[config.mk]
export PLATFORM = sky130hd
export DESIGN_NAME = fclass_pipe
export DESIGN_NICKNAME = d
export VERILOG_FILES = /design/src/rtl/fclass_pkg.sv /design/src/rtl/fclass_fields.sv /design/src/rtl/fclass_pipe.sv
export SDC_FILE = /design/constraint.sdc
export NUM_CORES = 1
export LEC_CHECK = 0
export BUFFER_PORTS_ARGS = -buffer_cell sky130_fd_sc_hd__buf_2
export CORE_MARGIN = 2
export CORE_UTILIZATION = 40
export DETAILED_ROUTE_END_ITERATION = 12
export GPL_TIMING_DRIVEN = 1
export PLACE_DENSITY_LB_ADDON = 0.1
export SLEW_MARGIN = 30
export SYNTH_ARGS = -nofsm -noshare
export SYNTH_HDL_FRONTEND = slang
export SYNTH_SLANG_ARGS = --single-unit
[constraint.sdc]
create_clock -name clk -period 2.2 [get_ports clk]
set_clock_uncertainty 0.2 [all_clocks]
set_input_delay 0.33 -clock clk [delete_from_list [all_inputs] [get_ports clk]]
set_output_delay 0.33 -clock clk [all_outputs]
set_load 0.02 [all_outputs]
[src/rtl/fclass_pkg.sv]
// Shared definitions for the FCLASS pipeline: class bit positions, format
// codes, the stage-1 field-flag bundle and the flag-to-mask classifier.
package fclass_pkg;

  localparam int NUM_CLASSES = 10;

  localparam int CLS_NINF  = 0;
  localparam int CLS_NNORM = 1;
  localparam int CLS_NSUB  = 2;
  localparam int CLS_NZERO = 3;
  localparam int CLS_PZERO = 4;
  localparam int CLS_PSUB  = 5;
  localparam int CLS_PNORM = 6;
  localparam int CLS_PINF  = 7;
  localparam int CLS_SNAN  = 8;
  localparam int CLS_QNAN  = 9;

  localparam logic FMT_S = 1'b0;
  localparam logic FMT_D = 1'b1;

  typedef logic [NUM_CLASSES-1:0] class_mask_t;

  // Format-independent summary of an FP operand; enough to pick its class.
  typedef struct packed {
    logic sign;
    logic exp_zero;
    logic exp_ones;
    logic frac_zero;
    logic frac_msb;
  } field_flags_t;

  // Turns the field flags into the one-hot class mask. A box error forces the
  // canonical quiet NaN regardless of the flags.
  function automatic class_mask_t class_onehot(input field_flags_t f, input logic boxerr);
    int idx;
    if (boxerr) begin
      idx = CLS_QNAN;
    end else if (f.exp_ones) begin
      if (f.frac_zero) idx = f.sign ? CLS_NINF : CLS_PINF;
      else             idx = f.frac_msb ? CLS_QNAN : CLS_SNAN;
    end else if (f.exp_zero) begin
      if (f.frac_zero) idx = f.sign ? CLS_NZERO : CLS_PZERO;
      else             idx = f.sign ? CLS_NSUB : CLS_PSUB;
    end else begin
      idx = f.sign ? CLS_NNORM : CLS_PNORM;
    end
    return class_mask_t'(1) << idx;
  endfunction

endpackage

[src/rtl/fclass_fields.sv]
// Splits one IEEE-754 value into the flags the classifier needs.
module fclass_fields
  import fclass_pkg::*;
#(
  parameter int EXPW  = 8,
  parameter int FRACW = 23
) (
  input  logic [EXPW+FRACW:0] value,
  output field_flags_t        flags
);

  logic [EXPW-1:0]  exp_field;
  logic [FRACW-1:0] frac_field;

  assign exp_field  = value[FRACW +: EXPW];
  assign frac_field = value[FRACW-1:0];

  // Pure field decode; no state.
  always_comb begin
    flags.sign      = value[EXPW+FRACW];
    flags.exp_zero  = (exp_field == '0);
    flags.exp_ones  = (exp_field == '1);
    flags.frac_zero = (frac_field == '0);
    flags.frac_msb  = frac_field[FRACW-1];
  end

endmodule

[src/rtl/fclass_pipe.sv]
// Two-stage FCLASS pipeline: stage 1 captures the format-muxed field flags,
// stage 2 captures the one-hot class mask. Valid/ready on both sides.
module fclass_pipe
  import fclass_pkg::*;
#(
  parameter int XLEN = 32,
  parameter int FLEN = 64,
  parameter int TAGW = 5
) (
  input  logic            clk,
  input  logic            rst_n,
  input  logic            in_valid,
  output logic            in_ready,
  input  logic            in_fmt,
  input  logic [FLEN-1:0] in_operand,
  input  logic [TAGW-1:0] in_tag,
  output logic            out_valid,
  input  logic            out_ready,
  output logic [XLEN-1:0] out_class,
  output logic [TAGW-1:0] out_tag,
  output logic            out_boxerr
);

  field_flags_t flags_s;
  field_flags_t flags_d;
  field_flags_t flags_in;
  logic         boxerr_in;

  logic         v1;
  field_flags_t s1_flags;
  logic         s1_boxerr;
  logic [TAGW-1:0] s1_tag;

  logic         v2;
  class_mask_t  s2_class;
  logic         s2_boxerr;
  logic [TAGW-1:0] s2_tag;

  logic adv1;
  logic adv2;

  fclass_fields #(.EXPW(8), .FRACW(23)) u_fields_s (
    .value (in_operand[31:0]),
    .flags (flags_s)
  );

  fclass_fields #(.EXPW(11), .FRACW(52)) u_fields_d (
    .value (in_operand[63:0]),
    .flags (flags_d)
  );

  // A stage moves when it is empty or its successor is moving; in_ready is
  // therefore a function of out_ready and the valid bits only.
  assign adv2     = !v2 || out_ready;
  assign adv1     = !v1 || adv2;
  assign in_ready = adv1;

  // Select the flag set for the operand's format; singles also need NaN-boxing.
  always_comb begin
    flags_in  = flags_d;
    boxerr_in = 1'b0;
    if (in_fmt == FMT_S) begin
      flags_in  = flags_s;
      boxerr_in = !(&in_operand[63:32]);
    end
  end

  // Stage 1: capture flags, box error and tag on every accepted operand.
  always_ff @(posedge clk or negedge rst_n) begin
    if (!rst_n) begin
      v1        <= 1'b0;
      s1_flags  <= '0;
      s1_boxerr <= 1'b0;
      s1_tag    <= '0;
    end else if (adv1) begin
      v1 <= in_valid;
      if (in_valid) begin
        s1_flags  <= flags_in;
        s1_boxerr <= boxerr_in;
        s1_tag    <= in_tag;
      end
    end
  end

  // Stage 2: classify the stage-1 flags and hold the result until consumed.
  always_ff @(posedge clk or negedge rst_n) begin
    if (!rst_n) begin
      v2        <= 1'b0;
      s2_class  <= '0;
      s2_boxerr <= 1'b0;
      s2_tag    <= '0;
    end else if (adv2) begin
      v2 <= v1;
      if (v1) begin
        s2_class  <= class_onehot(s1_flags, s1_boxerr);
        s2_boxerr <= s1_boxerr;
        s2_tag    <= s1_tag;
      end
    end
  end

  assign out_valid  = v2;
  assign out_class  = {{(XLEN-NUM_CLASSES){1'b0}}, s2_class};
  assign out_tag    = s2_tag;
  assign out_boxerr = s2_boxerr;

endmodule

==> flow_summary_export.csv <==
group,metric,value,unit
outcome,status,"finished, final reports clean",
synth,synth-seq-cells,29,
sta,setup_ws,284,ps
cells_and_area,fin_area,2200,sq um
synth,ys.flop_type,"dfrtp_1",
setup_path,reg2reg_from,"s1_flags[1]",
detailed_routing,vias_per_cell,5.09,
synth,netlist_area,1670,sq um
synth,synth_top_area_cell,"dfrtp_1",
hold_path,min_from,"in_valid",
cells_and_area,final_cells,312,
sta,fmax,522,MHz
synth,synth_top_area_share,43.4,%
floorplanning,floorplan.initialDensity,41.8,%
floorplanning,die_area,4710,sq um
sta,slew_viol_final,0,
global_routing,gr-usage-all-layers,16.9,%
detailed_routing,ant_nets,0,
hold_path,hp-class,"in2reg",
detailed_routing,dr.pass1.iters,4,
sta,max_slew_margin,58.6,%
cts,cts_made_buffers,5,
placement,place_congestion,0.795,
synth,synthTopCellsByCount,"dfrtp_1 (29), buf_4 (23), nor4_1 (15), mux2_2 (11), nand2_1 (10)",
setup_path,cp-startpoint,"s1_flags[1]",
sta,min_period,1920,ps
detailed_routing,wirelength,3690,um
setup_path,path_max_fanout,6,
detailed_routing,wl_per_cell,11.8,um
synth,ys_seq_area_share,43.4,%
floorplanning,die_x,68.6,um
cts,clock_sinks,29,
cells_and_area,drive_above_1_share,43.1,%
synth,yosysMostFrequentCell,"dfrtp_1",
power,p_leak,1.10,nW
global_routing,grt_pass1_wl,5980,um
cts,clock_latency,270,ps
synth,yosys_warnings,0,
synth,synthTopCellsByArea,"dfrtp_1 (43%), buf_4 (10%), mux2_2 (7.4%)",
sta,finalSetupTns,0,ps
job,cap_violations,0,
setup_path,cp-start-kind,"flop",
floorplanning,design.core.area,4000,sq um
placement,dp.cells,304,
cells_and_area,area_delta_synth_final,31.5,%
setup_path,arrival,1880,ps
synth,synthCells,165,
cts,htreeDepth,2,
detailed_routing,drc,0,
floorplanning,placement_rows,23,
synth,synthArstFlopShare,100,%
placement,dp_slack,302,ps
synth,yosysUniqueCellTypes,35,
detailed_routing,drtIter0Drc,58,
cells_and_area,antenna_cells,0,
power,p_per_area,686,nW/um^2
global_routing,grt_max_degree,30,
cts,cts.path.max_buffers,2,
synth,synth_edf_count,0,
detailed_routing,vias,1588,
floorplanning,die_h,68.6,um
sta,rsz0062_at_grt,"false",
cts,clock-root-buffer,"clkbuf_8",
cells_and_area,post-route-util,54.9,%
power,ir_drop,0.312,mV
setup_path,end_kind,"flop",
floorplanning,num_io_pins,114,
placement,dp_hpwl,3130,um
placement,placed_area,2100,sq um
sta,tightest_slew,620,ps
global_routing,overflow,0,
global_routing,antenna_found_initial,0,
sta,finalSetupViolCount,0,
global_routing,grt_pass1_vias,1429,
synth,synth.avg_cell_area,10.1,sq um
placement,io_buffer_count,91,
cells_and_area,nets,338,
sta,hold_viol_final,0,
cts,post-cts-setup-buffer-count,0,
sta,fin_crit_sh,87.1,%
setup_path,r2r_slack,280,ps
setup_path,cp.required,2160,ps
cts,cts_tree,"done",
cts,clk_pin_slew,60,ps
setup_path,path_class,"reg2reg",
## registers in the layout, summed over array words and instances, names as in the netlist
signal	count
s1_flags	5
v1	1
out_boxerr	1
s2_class	10
s1_tag	5
out_tag	5
s1_boxerr	1
out_valid	1
## path summary, 6_finish.rpt
path,depth (start not counted),end
worst min-delay path,2,v1
max in group asynchronous,2,s1_tag[1]
worst min register to register,2,s1_flags[0]
worst max-delay path,6,s2_class[9]
min in group asynchronous,2,s2_class[4]
worst max register to register,6,s2_class[9]
## layout make-up
class                           count  area (sq um)
Clock buffer                        7          86.3
Tap cell                           50          62.6
Sequential cell                    29           726
Inverter                            5          18.8
Timing Repair Buffer               94           480
Fill cell                         376          1800
Multi-Input combinational cell    127           823
## where the power goes
part           internal, mW  switching (mW)  leakage (nW)
clock                 0.247           0.184        0.0443
sequential            0.608          0.0430         0.364
combinational         0.178           0.246         0.687
total                  1.03           0.473          1.10
## placed cells by master, fill, tap and decap left out
cell / netlist / routed
a211o_1: 1 / 1
a21o_1: 1 / 1
nor4b_1: 1 / 1
xor2_1: 1 / 1
o21ai_0: 5 / 5
o21ba_2: 1 / 1
dfrtp_1: 29 / 29
a21o_2: 1 / 1
o31a_1: 1 / 1
nor4_1: 15 / 15
nand2_1: 10 / 10
a22o_1: 5 / 5
a211oi_1: 1 / 1
buf_4: 23 / 2
and2_1: 1 / 1
nand2b_1: 5 / 5
mux2_2: 11 / 11
ha_1: 2 / 2
mux2i_1: 2 / 2
nand3_1: 6 / 6
o211ai_1: 1 / 1
a21oi_1: 3 / 3
nand3b_1: 1 / 1
a211oi_2: 1 / 1
a32o_1: 7 / 7
nand4_1: 9 / 9
dlygate4sd3_1: 0 / 1
inv_1: 5 / 5
clkbuf_8: 0 / 6
nor3_1: 5 / 5
nor2_1: 5 / 5
nor2b_1: 1 / 1
conb_1: 1 / 22
clkbuf_1: 1 / 1
o2111ai_1: 1 / 1
o31ai_1: 1 / 1
buf_2: 1 / 91
## cells by family (layout without fill, tap and decap cells)
| family | after synthesis | in the layout | share of synthesized area [%] |
|---|---|---|---|
| XOR/XNOR | 1 | 1 | 0.524 |
| other | 1 | 22 | 0.225 |
| buffers and inverters | 30 | 106 | 12.0 |
| adder cells (fa/ha/maj) | 2 | 2 | 1.50 |
| AND/OR/NAND/NOR | 59 | 59 | 19.3 |
| flip-flops | 29 | 29 | 43.4 |
| multiplexers | 13 | 13 | 8.61 |
| AO/OA/AOI/OAI | 30 | 30 | 14.5 |
## worst max-delay path, stage by stage (launching register included)
cell and delay (ps):
dfrtp_1 420, inv_1 80, ha_1 280, inv_1 40, a211o_1 290, a21o_1 230
a32o_1 270
## what timing repair did
item | 4_1_cts | 5_1_grt
gates resized for setup | 0 | 0
hold buffers | 1 | 0
hold endpoints to repair | 29 | 0
## routing by layer
metal,vias up,wire length [um],track usage (%)
met5,-,0,0
met3,5,304,4.22
met1,732,1520,19.6
met4,0,44,6.00
li1,780,-,-
met2,71,1830,29.9
## per-stage QoR
stage	hold WS, ps	power [mW]
floorplan	-166	0.943
global placement	194	1.08
detailed placement	184	1.09
CTS	51.6	1.52
global route	68.8	1.61
finish	62.0	1.51
Power figures use the tool's default switching activity.
